### src/rtl/matrix_input_parser.sv
// Parses a UART ASCII stream of "rows cols e0 e1 ..." decimal tokens and writes each element to matrix storage.
// Elements are written one cycle after their terminating separator. done/err pulse once, then the block waits for start to drop.
module matrix_input_parser #(
   parameter int MAX_DIM = 5,
   parameter int DATA_W  = 9
) (
   input  logic              clk,
   input  logic              rst_n,
   input  logic              start,
   input  logic              rx_valid,
   input  logic [7:0]        rx_data,
   output logic              busy,
   output logic              done,
   output logic              err,
   output logic [1:0]        err_code,
   output logic [2:0]        matrix_row,
   output logic [2:0]        matrix_col,
   output logic              wr_en,
   output logic [4:0]        wr_addr,
   output logic [DATA_W-1:0] wr_data
);

   typedef enum logic [2:0] {
      IDLE, GET_ROW, GET_COL, GET_ELEM, FINISH, FAIL, WAIT_RELEASE
   } state_t;

   localparam logic [9:0] VAL_MAX = 10'((1 << DATA_W) - 1);
   localparam logic [9:0] DIM_MAX = 10'(MAX_DIM);

   state_t     state;
   logic [9:0] acc;
   logic [1:0] dig_cnt;
   logic [4:0] elem_cnt;

   logic       is_digit;
   logic       is_sep;
   logic       tok_ovf;
   logic       dim_ok;
   logic [5:0] total;
   logic [5:0] elem_next;

   always_comb begin
      is_digit  = (rx_data >= 8'h30) && (rx_data <= 8'h39);
      is_sep    = (rx_data == 8'h20) || (rx_data == 8'h09) ||
                  (rx_data == 8'h0D) || (rx_data == 8'h0A);
      tok_ovf   = acc > VAL_MAX;
      dim_ok    = (acc >= 10'd1) && (acc <= DIM_MAX);
      total     = {3'd0, matrix_row} * {3'd0, matrix_col};
      elem_next = {1'b0, elem_cnt} + 6'd1;
   end

   always_ff @(posedge clk) begin
      if (!rst_n) begin
         state      <= IDLE;
         busy       <= 1'b0;
         done       <= 1'b0;
         err        <= 1'b0;
         err_code   <= 2'd0;
         matrix_row <= 3'd0;
         matrix_col <= 3'd0;
         wr_en      <= 1'b0;
         wr_addr    <= 5'd0;
         wr_data    <= '0;
         acc        <= 10'd0;
         dig_cnt    <= 2'd0;
         elem_cnt   <= 5'd0;
      end else begin
         wr_en <= 1'b0;
         done  <= 1'b0;
         err   <= 1'b0;
         case (state)
            IDLE: begin
               if (start) begin
                  state    <= GET_ROW;
                  busy     <= 1'b1;
                  err_code <= 2'd0;
                  acc      <= 10'd0;
                  dig_cnt  <= 2'd0;
                  elem_cnt <= 5'd0;
               end
            end
            GET_ROW, GET_COL, GET_ELEM: begin
               if (rx_valid) begin
                  if (is_digit) begin
                     // A fourth digit can never be legal, so abort before acc can wrap.
                     if (dig_cnt == 2'd3) begin
                        state    <= FAIL;
                        err_code <= 2'd2;
                     end else begin
                        acc     <= acc * 10'd10 + {6'd0, rx_data[3:0]};
                        dig_cnt <= dig_cnt + 2'd1;
                     end
                  end else if (is_sep) begin
                     if (dig_cnt != 2'd0) begin
                        acc     <= 10'd0;
                        dig_cnt <= 2'd0;
                        if (tok_ovf) begin
                           state    <= FAIL;
                           err_code <= 2'd2;
                        end else if (state == GET_ROW || state == GET_COL) begin
                           if (!dim_ok) begin
                              state    <= FAIL;
                              err_code <= 2'd3;
                           end else if (state == GET_ROW) begin
                              matrix_row <= acc[2:0];
                              state      <= GET_COL;
                           end else begin
                              matrix_col <= acc[2:0];
                              state      <= GET_ELEM;
                           end
                        end else begin
                           wr_en    <= 1'b1;
                           wr_addr  <= elem_cnt;
                           wr_data  <= acc[DATA_W-1:0];
                           elem_cnt <= elem_next[4:0];
                           if (elem_next == total) state <= FINISH;
                        end
                     end
                  end else begin
                     state    <= FAIL;
                     err_code <= 2'd1;
                  end
               end
            end
            FINISH: begin
               done  <= 1'b1;
               busy  <= 1'b0;
               state <= WAIT_RELEASE;
            end
            FAIL: begin
               err   <= 1'b1;
               busy  <= 1'b0;
               state <= WAIT_RELEASE;
            end
            WAIT_RELEASE: begin
               if (!start) state <= IDLE;
            end
            default: state <= IDLE;
         endcase
      end
   end

endmodule

### config.mk
export PLATFORM = sky130hd
export DESIGN_NAME = matrix_input_parser
export DESIGN_NICKNAME = d
export VERILOG_FILES = /design/src/rtl/matrix_input_parser.sv
export SDC_FILE = /design/constraint.sdc
export NUM_CORES = 1
export LEC_CHECK = 0
export ABC_AREA = 0
export CAP_MARGIN = 20
export CORE_UTILIZATION = 60
export CTS_CLUSTER_SIZE = 8
export DETAILED_ROUTE_END_ITERATION = 8
export HOLD_SLACK_MARGIN = 0.12
export PLACE_DENSITY = 0.89
export SYNTH_ARGS = -nofsm -noshare
export SYNTH_HDL_FRONTEND = slang
export SYNTH_SLANG_ARGS = --single-unit
export TNS_END_PERCENT = 20
### constraint.sdc
create_clock -name clk -period 5.4 [get_ports clk]
set_input_delay 0.81 -clock clk [delete_from_list [all_inputs] [get_ports clk]]
set_output_delay 0.81 -clock clk [all_outputs]
set_load 0.05 [all_outputs]
# [After elaboration in Yosys (flattened, before gate mapping)]
# Cells that the tools add are included.
[classes] order_cmp=5 mux=49 n_eq_ne=28 n_mul=2 add_sub_neg=3 bitwise_logic=9 n_reduce_logical=21
[ops] cell="2-to-1 mux 10 bit" count=6
[ops] cell="2-to-1 mux 5 bit" count=7
[ops] cell="2-to-1 mux 3 bit" count=11
[ops] cell="2-to-1 mux 2 bit" count=14
[ops] cell="equality test 8 x 4 -> 1 bit, second input constant" count=3
[ops] cell="case mux 10 bit (2 select lines)" count=1
[ops] cell="AND reduction 9 bit" count=2
[ops] cell="!= test 2 bit, second input constant" count=8
[ops] cell="AND reduction 7 bit" count=2
[ops] cell="!= test 3 bit, second input constant" count=4
[ops] cell="case mux 3 bit (4 select lines)" count=1
[ops] cell="AND reduction 6 bit" count=2
[ops] cell="adder 10 x 4 -> 10 bit" count=1
[ops] cell=">= comparator 10 x 1 -> 1 bit, second input constant" count=1
[ops] cell="greater-than comparator 10 x 9 -> 1 bit, second input constant" count=1
[ops] cell="<= comparator 10 x 3 -> 1 bit, second input constant" count=1
[ops] cell="multiplier 10 x 3 -> 9 bit, second input constant" count=1
[ops] cell="!= test 5 bit, second input constant" count=2
[ops] cell="case mux 5 bit (2 select lines)" count=1
[ops] cell="equality test 3 bit, second input constant" count=3
[ops] cell="NOT 1 bit" count=9
[ops] cell="equality test 8 x 6 -> 1 bit, second input constant" count=1
[ops] cell=">= comparator 8 x 6 -> 1 bit, second input constant" count=1
[ops] cell="<= comparator 8 x 6 -> 1 bit, second input constant" count=1
[ops] cell="other kinds (21)" count=33
[totals] regBits=46 out_inout_bits=26 word_cells=130

# [Longest topological paths before layout]
[logic_depth] ltp_word=10 depth_mapped=10 ltp_nobuf=10

# [Least setup slack after synthesis]
# No wires, ideal clock.
[synth_timing] path_kind="reg2reg" from="register matrix_row[1]" to="register state[0]" setup_slack_ns=1.972 arrival_time_ns=3.359 path_stages_with_launch=11 setup_ns=0.070 path_cell_list="dfxtp_1 and2_1 fa_1 ha_1 fa_1 xnor3_1 xor2_1 nand4_1 o2111a_1 or4_1 a21oi_1"
[synth_via] elab_chain_cells=4
[synth_lines] item="start, declared" line="16" source="output logic [2:0] matrix_row,"
[synth_lines] item="start signal, assigned" line="105" source="matrix_row <= acc[2:0];"
[synth_lines] item="multiplier 3 x 3 -> 6 bit" line="48" source="total = {3'd0, matrix_row} * {3'd0, matrix_col};"
[synth_lines] item="equality test 6 bit" line="116" source="if (elem_next == total) state <= FINISH;"
[synth_lines] item="!= test 6 bit (no line)"
[synth_lines] item="AND reduction 6 bit (no line)"
[synth_lines] item="end signal, assigned" line="54" source="state <= IDLE;"
[synth_lines] item="end signal, assigned" line="116"
[synth_lines] item="end signal, assigned" line="120" source="state <= FAIL;"
[synth_lines] item="end, declared" line="30" source="state_t state;"
# Every way passes these cells.
# A chain may end at the register's enable or synchronous reset.

# [Worst setup path after layout]
[layout_timing] from="register matrix_row[0]" to="register state[0]"
# Same word-level chain as after synthesis.

==> flow_summary.yaml <==
clock_network:
  clk_pin_slew_ns: 0.09
  clock-sinks: 46
  root_buffer: "clkbuf_8"
  cts_htree_levels: 2
  post_cts_buffers: 0
  cts_tree: "done"
  cts_hold_buffers: 0
  cts-buffers-inserted: 5
  clockBufferDepth: 2
  clk_latency_ns: 0.31
  cts.repair.resized: 0
layout:
  mostFrequentLayoutCells: "dfxtp_1 (46), nor2_1 (39), clkdlybuf4s50_1 (37)"
  final_common_cell: "dfxtp_1"
  nets: 406
  drive_gt1_frac: 0.04607
  syn2layout_area_growth_pct: 16.58
  diodes: 0
logic_synthesis:
  syn-num-nets: 374
  ys_seq_area_frac: 0.3137
  yosysWarnings: 0
  syn_inst: 336
  ys_dominant_reg_cell: "dfxtp_1"
  syn_avg_cell_area_um2: 8.736
  synth_edf_count: 0
  syn-cell-area_um2: 2935
  synth_cell_types: 62
  synthArstFlopShare: 0
  ys_ff_latch: 46
worst_setup_path:
  crit_fanout: 6
  critical_path.startpoint: "matrix_row[0]"
  worstPathArrival_ns: 3.57
  worstSetupPathType: "flip-flop to flip-flop"
  start_kind: "flip-flop"
  rr_worst_depth: 10
  endpoint_kind: "flip-flop"
  cp_data_required_time_ns: 5.63
  r2r_start: "matrix_row[0]"
place:
  dpl.hpwl_mm: 5.372
  io_buffers: 37
  gp_congestion: 0.9136
pwr:
  clkPwrFrac: 0.257
  pwr-share-comb: 0.294
  seq_power_share: 0.449
  ir_worst_vdd_mv: 0.1682
  total_power_mw: 0.8640
  intPower_mw: 0.5340
  p_sw_mw: 0.3300
  swShare: 0.3820
  cellPowerDensity_nw_per_um2: 252.5
  p_leak_nw: 1.495
flow_run:
  max-cap-violations: 0
timing:
  worst_pin_slew_ns: 0.7128
  fmax_ghz: 0.2996
  fin_tns_setup_ns: 0
  clock_skew_ns: 0.007268
  final_hold_viol_count: 0
  rsz0062_at_grt: "false"
  fin_crit_ns: 3.338
  fin_crit_sh: 0.6181
  max_slew_margin: 0.5237
  final_max_slew_viol_count: 0
  finalSetupViolations: 0
floorplan:
  core-area_um2: 4723
  fp.dieArea_um2: 5176
  die-height_um: 71.95
  io_pins: 38
  die_w_um: 71.95
  num_rows: 25
  start_util: 0.6215
min_path:
  hp-class: "flip-flop to flip-flop"
  min_path_cells: 2
  hp-start: "err_code[0]"
global_routing:
  antenna_found_initial: 0
  grt_usage: 0.2940
  grt_pass1_wl_mm: 11.85
  grt_overflow: 0
  grt_pass1_vias: 2491
  grt_max_degree: 38
drt:
  first_pass_iters: 8
  totalWireLength_mm: 7.253
  vias_per_cell: 6.080
  antenna_left: 0
  drt_iter0_drc: 172
  drcViolationCount: 0
  wire_per_inst_um: 16.64
  route.vias.total: 2651
outcome:
  outcome: "finished clean"
==> area by class of cell <==
cell class,count,area (µm²)
Sequential cell,46,920.9
Tap cell,67,83.83
Clock inverter,3,23.77
Inverter,11,41.29
Timing Repair Buffer,37,370.4
Multi-Input combinational cell,267,1913
Clock buffer,5,68.82
Fill cell,355,1301
==> metal layers <==
metal | global-route usage | share of wire
met1 | 0.3687 | 0.44
met2 | 0.4958 | 0.49
met3 | 0.06528 | 0.056
met4 | 0.1111 | 0.021
met5 | 0 | 0
==> power groups by stage <==
| stage | registers (mW) | clock network [mW] | logic (mW) |
|---|---|---|---|
| global route | 0.394 | 0.238 | 0.278 |
| finish | 0.388 | 0.222 | 0.254 |
| global placement | 0.394 | 0 | 0.248 |
| CTS | 0.387 | 0.224 | 0.250 |
| detailed placement | 0.396 | 0 | 0.249 |
| floorplan | 0.394 | 0 | 0.190 |
==> cells in the mapped netlist, types with 2 or more instances <==
cell / n / area (µm²)
dfxtp_1: 46 / 920.9
nor2_1: 39 / 146.4
mux2i_1: 23 / 230.2
ha_1: 22 / 275.3
a21oi_1: 20 / 100.1
nand2_1: 18 / 67.56
nand3_1: 17 / 85.08
xor2_1: 11 / 96.34
inv_1: 10 / 37.54
o21ai_0: 10 / 50.05
nor3_1: 9 / 45.04
xnor2_1: 9 / 78.83
and2_1: 8 / 50.05
and3_1: 6 / 37.54
a21o_1: 5 / 37.54
clkbuf_1: 5 / 18.77
fa_1: 4 / 80.08
nand2b_1: 4 / 25.02
nand4_1: 4 / 25.02
nor4_1: 4 / 25.02
a22oi_1: 3 / 22.52
a31oi_1: 3 / 18.77
buf_2: 3 / 15.01
buf_4: 3 / 22.52
nor2b_1: 3 / 18.77
nor3b_1: 3 / 22.52
or4_1: 3 / 22.52
and4bb_2: 2 / 25.02
nand3b_1: 2 / 15.01
o211ai_1: 2 / 15.01
o22ai_1: 2 / 12.51
o41ai_1: 2 / 17.52
or3_1: 2 / 12.51
==> final timing paths <==
check                      to  slack (ns)
hold reg to reg   err_code[0]        0.47
setup / recovery     state[0]        2.06
hold / removal    err_code[0]        0.47
setup reg to reg     state[0]        2.06
==> logic make-up (layout without fill, tap and decap cells) <==
group | Yosys count | in the layout | share of synthesized area
compound gates | 64 | 64 | 0.1428
buf+inv | 23 | 56 | 0.03452
flops | 46 | 46 | 0.3137
mux | 23 | 23 | 0.07843
fa+ha+maj | 26 | 26 | 0.1211
simple gates | 133 | 133 | 0.2421
xor+xnor | 21 | 21 | 0.06735
==> sequential cells by signal, indices dropped and copies added, names as in the netlist <==
register / cells
wr_addr: 5
wr_en: 1
elem_cnt: 5
err: 1
err_code: 2
state: 3
matrix_row: 3
done: 1
matrix_col: 3
wr_data: 9
dig_cnt: 2
busy: 1
acc: 10
==> critical path, stage by stage (launching register included) <==
cell	delay [ns]
dfxtp_1	0.36
and2_1	0.19
fa_1	0.48
ha_1	0.24
fa_1	0.39
xnor3_1	0.36
xor2_1	0.15
nand4_1	0.12
o2111a_1	0.32
or4_1	0.51
a21oi_1	0.14
==> stage by stage <==
step | hold WS (ns) | worst slack [ns] | cells | cell area, µm² | util
floorplan | 0.4607 | 1.972 | 336 | 2935 | -
global placement | 0.4483 | 2.100 | 428 | 3329 | 0.7049
detailed placement | 0.4581 | 1.963 | 428 | 3329 | 0.7049
CTS | 0.4737 | 2.067 | 436 | 3422 | 0.7245
global route | 0.5071 | 1.844 | 436 | 3422 | 0.7245
finish | 0.4689 | 2.062 | 436 | 3422 | 0.7245
Power figures use the tool's default switching activity.
